[src/rtl/motion_highlight.sv]
// motion_highlight: last stage of the motion-detect pipeline.
// Pops one mask byte and one BGR pixel per pixel, and writes either the
// highlight colour (motion) or the untouched pixel to the output FIFO.
// Tracks the position within a WIDTH*HEIGHT frame and flags its last pixel.
module motion_highlight #(
  parameter int          WIDTH    = 720,
  parameter int          HEIGHT   = 540,
  parameter logic [23:0] HL_COLOR = 24'hFF0000
) (
  input  logic        clk,
  input  logic        reset,
  input  logic [7:0]  mask_fifo_dout,
  input  logic        mask_fifo_empty,
  output logic        mask_fifo_rd_en,
  input  logic [23:0] frame_fifo_dout,
  input  logic        frame_fifo_empty,
  output logic        frame_fifo_rd_en,
  output logic [23:0] out_fifo_din,
  output logic        out_fifo_wr_en,
  input  logic        out_fifo_full,
  output logic [19:0] pixel_count,
  output logic        frame_done
);

  localparam logic [19:0] FRAME_LAST = 20'(WIDTH * HEIGHT - 1);

  typedef enum logic [1:0] {
    S_READ  = 2'd0,
    S_LATCH = 2'd1,
    S_WRITE = 2'd2
  } state_t;

  state_t      state;
  logic        pop;
  logic        mask_hit_p1;
  logic [23:0] pixel_p1;
  logic        last_pixel;

  // Both FIFOs are popped together or not at all, so mask and pixel stay
  // aligned. Gated by reset so nothing is popped while reset is held.
  assign pop = (state == S_READ) && !reset && !mask_fifo_empty && !frame_fifo_empty;

  assign mask_fifo_rd_en  = pop;
  assign frame_fifo_rd_en = pop;

  // Write whenever a captured pixel is waiting and the output has room.
  assign out_fifo_wr_en = (state == S_WRITE) && !reset && !out_fifo_full;
  assign out_fifo_din   = mask_hit_p1 ? HL_COLOR : pixel_p1;

  assign last_pixel = (pixel_count == FRAME_LAST);
  assign frame_done = out_fifo_wr_en && last_pixel;

  // FSM sequencing pop -> capture -> write, holding the capture while full.
  always_ff @(posedge clk or posedge reset) begin
    if (reset) begin
      state       <= S_READ;
      mask_hit_p1 <= 1'b0;
      pixel_p1    <= 24'h000000;
    end else begin
      case (state)
        S_READ: begin
          if (pop) state <= S_LATCH;
        end
        // ---- p1: FIFO data arrives one cycle after the pop ----
        S_LATCH: begin
          mask_hit_p1 <= (mask_fifo_dout != 8'h00);
          pixel_p1    <= frame_fifo_dout;
          state       <= S_WRITE;
        end
        // ---- p2: write out, or stall with data held ----
        S_WRITE: begin
          if (!out_fifo_full) state <= S_READ;
        end
        default: state <= S_READ;
      endcase
    end
  end

  // Per-frame pixel counter, wrapping after the last pixel of the frame.
  always_ff @(posedge clk or posedge reset) begin
    if (reset) begin
      pixel_count <= 20'd0;
    end else if (out_fifo_wr_en) begin
      pixel_count <= last_pixel ? 20'd0 : pixel_count + 20'd1;
    end
  end

endmodule

[config.mk]
export PLATFORM = sky130hd
export DESIGN_NAME = motion_highlight
export DESIGN_NICKNAME = d
export VERILOG_FILES = /design/src/rtl/motion_highlight.sv
export SDC_FILE = /design/constraint.sdc
export NUM_CORES = 1
export LEC_CHECK = 0
export CAP_MARGIN = 0
export CORE_AREA = 2 2 88 65
export DETAILED_ROUTE_END_ITERATION = 6
export DIE_AREA = 0 0 90 67
export GPL_TIMING_DRIVEN = 0
export PLACE_DENSITY = 0.8
export SLEW_MARGIN = 15
export SYNTH_ARGS = -nofsm -noshare
export SYNTH_HDL_FRONTEND = slang
export SYNTH_SLANG_ARGS = --single-unit
[constraint.sdc]
create_clock -name clk -period 3 [get_ports clk]
set_input_delay 0.45 -clock clk [delete_from_list [all_inputs] [get_ports clk]]
set_output_delay 0.45 -clock clk [all_outputs]
set_load 0.05 [all_outputs]
**Word-level counts from Yosys, hierarchy flattened**

Cells that the tools add are included.

- Input port bits: 37
- Register bits after elaboration: 47

- Equality and inequality tests: 5
- Add/sub/neg operators: 1
- Reductions and logical operators: 13
- Mux-type cells: 5

Operator list:

| kind | number |
|---|---|
| $mux W24 | 1 |
| $add A20 B1 Y20 const B | 1 |
| $eq A20 B19 Y1 const B | 1 |
| $mux W20 | 1 |
| $reduce_bool A8 Y1 | 1 |
| $logic_and A1 B1 Y1 | 6 |
| $pmux W2 S3 | 1 |
| $logic_not A1 Y1 | 4 |
| $mux W2 | 2 |
| $ne A2 B2 Y1 const B | 2 |
| $eq A2 B1 Y1 const B | 1 |
| $eq A2 B2 Y1 const B | 1 |
| $logic_not A2 Y1 | 1 |
| $reduce_and A2 Y1 | 1 |

**Depth between registers and ports, before layout**

- Depth in word-level cells: 6
- Gate-level depth with buffers: 6
- Depth with buffers taken out: 5

**Least setup slack after synthesis**

No wires, ideal clock.

- Path kind: register to output
- Start: register pixel_count[0]
- End: output port frame_done
- Data required time: 2.550 ns
- Data arrival time: 2.226 ns
- Slack: 0.324 ns
- Path buffers: 1
- Stages on the path, launching flop included: 6
- Cells stage by stage: dfrtp_1 > ha_1 > and2_0 > nand2_1 > nor4_1 > clkbuf_1

- Longest elaborated chain between the ends: 2

Ends and longest elaborated chain:

| element | RTL line | source |
|---|---|---|
| start, declared | 21 | `output logic [19:0] pixel_count,` |
| start signal, assigned | 84 | `pixel_count <= last_pixel ? 20'd0 : pixel_count + 20'd1;` |
| $eq A20 B19 Y1 | 50 | `assign last_pixel = (pixel_count == FRAME_LAST);` |
| $logic_and A1 B1 Y1 | 51 | `assign frame_done = out_fifo_wr_en && last_pixel;` |
| end, declared | 22 | `output logic frame_done` |

No other way between the ends.

**Final worst setup path**

- Start: input port reset
- End: output port frame_fifo_rd_en

- Longest elaborated chain between the ends: 4

Ends and longest elaborated chain:

| element | RTL line | source |
|---|---|---|
| start, declared | 11 | `input logic reset,` |
| $logic_not A1 Y1 (no line) | - |  |
| $logic_and A1 B1 Y1 (3 in series) | 41 | `assign pop = (state == S_READ) && !reset && !mask_fifo_empty && !frame_fifo_empty;` |
| end, declared | 17 | `output logic frame_fifo_rd_en,` |

No other way between the ends.

==> results.toml <==
[floorplan]
ios = 85
std_cell_rows = 22
start_util_pct = 43.23
die_w_um = 90
fp.coreArea_um2 = 5120
die-area_um2 = 6030
chipHeight_um = 67

[yosys]
mapped_cells = 204
synth_top_cells_by_count = "sky130_fd_sc_hd__dfrtp_1, sky130_fd_sc_hd__mux2_2, sky130_fd_sc_hd__nor2b_1"
yosysUniqueCellTypes = 34
synth.most_common_cell = "sky130_fd_sc_hd__dfrtp_1"
synth_edf_count = 0
netlist_area_um2 = 2213
synthDominantAreaCellType = "sky130_fd_sc_hd__dfrtp_1"
syn_avg_cell_area_um2 = 10.85
dominant_cells_by_area_after_synthesis = "sky130_fd_sc_hd__dfrtp_1, sky130_fd_sc_hd__mux2_2, sky130_fd_sc_hd__nor2b_1, sky130_fd_sc_hd__xnor2_1, sky130_fd_sc_hd__or2_2"
syn_nets = 242
synth-seq-area-share_pct = 53.14
synth_top_area_share_pct = 53.14
synth_seq_cells = 47
ys.warnings.count = 0
ys.flop_type = "sky130_fd_sc_hd__dfrtp_1"
synth_async_sr_flop_share_pct = 100.0

[clock_network]
clockRootBuffer = "sky130_fd_sc_hd__clkbuf_8"
cts_sinks = 47
clock_tree.buffer_depth = 2
clkTransAtPathRegs_ps = 90
h-tree-depth = 2
post_cts.repair.setup_buffers = 0
cts-resized-gates = 9
tritoncts = "done"
clock_insertion_delay_worst_skew_ps = 300
holdBufCountCts = 0
cts_made_buffers = 5

[timing]
final.min_clock_period_ps = 2893
timing_worst_slew_pin_value_ps = 579.1
slew_headroom_pct = 61.40
clock_skew_after_layout_ps = 10.61
highest_clock_rate_ghz = 0.3456
layout_worst_path_cycle_share_pct = 96.45
setup_viol = 0
slew_violations = 0
worst_hold_slack_ps = 480.3
final_hold_viol_count = 0
setup_total_negative_slack_ps = 0
setup_repair_after_global_routing_missed_its_margin = "no"

[setup_path]
r2r.worst_path.cells = 6
critical-path-slowest-cell = "sky130_fd_sc_hd__clkdlybuf4s50_1"
timing.rr.start = "state[0]"
start_kind = "input pin"
critical_path_arrival_ps = 2440
critical_path_class = "input pin to primary output"
timing.critical_path.fanout_max = 3
critical_path.reg2reg.endpoint = "pixel_count[15]"
critical_path_required_ps = 2550
cp_common_cell = "sky130_fd_sc_hd__clkdlybuf4s50_1"
timing.critical_path.cells = "clkdlybuf4s50_1, or4_1, nor2_1, clkdlybuf4s50_1"
reg2reg_setup_slack_ps = 540
critical_path.max_stage_delay_ps = 830
worst_setup_path_end_kind = "primary output"

[placement]
place_inst = 361
instance_area_at_placement_um2 = 3164
place_hpwl_mm = 4.029
globalplace.congestion = 0.7975
placement.io_buffers = 84

[status]
status = "completed"

[pwr]
powerDensity_nw_per_um2 = 451.9
vdd_drop_max_uv = 265.4
design_power_total_uw = 1476
total_leakage_power_uw = 0.001341

[global_routing]
global_route.overflow_total = 0
first_global_vias = 1785
antenna_violations_before_repair = 0
largest_net_degree_at_the_start_of_global_routing = 35
globalRouteTotalUtil_pct = 18.36
grt_first_pass_wirelength_mm = 8.728

[drt]
antenna_violating_nets_post_route = 0
wire_per_inst_um = 14.23
first_iteration_detailed_routing_drc_count = 119
route.detailed.drc = 0
via_count = 1848
drt_wl_total_mm = 5.251
vias_per_cell = 5.008
drt_pass1_iterations = 4

[finish]
final-instance-count-excl-fill = 369
num-fill-cells = 435
n_antenna_cell = 0
layout-drive-gt1-share_pct = 15.82
layout-area-overhead-vs-synth_pct = 47.60
final_cell_area_um2 = 3267
fin_nets = 334

[min_path]
hold_class = "input pin to async pin"

[flow_run]
maxCapViolations = 0
-- area by class of cell --
type                            count  area, µm²  share of cell area, %
Buffer                              9      43.79                  1.340
Clock buffer                        6      72.57                  2.221
Clock inverter                      2      12.51                 0.3830
Inverter                            4      15.01                 0.4596
Multi-Input combinational cell    144      997.2                  30.52
Sequential cell                    47       1176                  36.00
Tap cell                           72      90.09                  2.758
Timing Repair Buffer               85      859.6                  26.31
-- logic make-up after synthesis --
| group | after synthesis | synth area share, % |
|---|---|---|
| AND/OR/NAND/NOR | 91 | 23.35 |
| multiplexers | 24 | 12.21 |
| flip-flops | 47 | 53.14 |
| AO/OA/AOI/OAI | 17 | 3.900 |
| XOR/XNOR | 11 | 4.353 |
| adder cells (fa/ha/maj) | 1 | 0.5652 |
| buffers and inverters | 13 | 2.487 |
-- flip-flops by register name, summed over array words and instances, names as in the netlist --
register,flops
mask_hit_p1,1
state,2
pixel_p1,24
pixel_count,20
-- cell usage in the layout (no fill, tap or decap), types with 4 or more instances in the layout --
cell type,instances
sky130_fd_sc_hd__or2_2,8
sky130_fd_sc_hd__nand4_1,6
sky130_fd_sc_hd__dfrtp_1,47
sky130_fd_sc_hd__nor2_1,10
sky130_fd_sc_hd__nor4_1,4
sky130_fd_sc_hd__nand2_1,13
sky130_fd_sc_hd__nor2b_1,17
sky130_fd_sc_hd__o21ai_0,9
sky130_fd_sc_hd__clkbuf_8,5
sky130_fd_sc_hd__and3_1,6
sky130_fd_sc_hd__or3_1,6
sky130_fd_sc_hd__a21oi_1,7
sky130_fd_sc_hd__nor3_1,4
sky130_fd_sc_hd__clkbuf_1,5
sky130_fd_sc_hd__nand3_1,5
sky130_fd_sc_hd__mux2_2,24
sky130_fd_sc_hd__clkdlybuf4s50_1,81
sky130_fd_sc_hd__xor2_1,5
sky130_fd_sc_hd__xnor2_1,6
-- worst max-delay path by stage --
| stage | startpoint | end | slack (ps) | cells past startpoint |
|---|---|---|---|---|
| after floorplan | pixel_count[0] | frame_done | 320 | 5 |
| after detailed placement | reset | frame_done | -860 | 6 |
| after global placement | out_fifo_full | frame_done | -860 | 6 |
| after global routing | reset | frame_done | 10 | 6 |
| after CTS | reset | mask_fifo_rd_en | 2 | 5 |
| final | reset | frame_fifo_rd_en | 110 | 4 |
-- per-layer routing --
layer | routed length, µm | vias up | share of wire (%) | global-route usage, %
met5 | 0 | - | 0 | 0
met3 | 404 | 7 | 7.7 | 5.204
met1 | 2429 | 878 | 46 | 24.84
li1 | - | 891 | - | -
met4 | 56 | 0 | 1.1 | 5.192
met2 | 2361 | 72 | 45 | 29.14
-- power breakdown --
group	internal, µW	switching [µW]
registers	743	57.6
logic	176	134
clock network	163	203
-- critical path, delay by kind of cell --
family	cells	cell delay [ps]
buf+inv	2	1280
simple gates	2	710
-- stage by stage --
stage	setup slack [ps]	util (%)
global route	10.09	63.81
finish	106.6	63.81
floorplan	323.8	-
global placement	-864.7	61.41
detailed placement	-864.2	61.80
CTS	1.906	63.54
No activity file was read; power rests on OpenSTA's default activity.
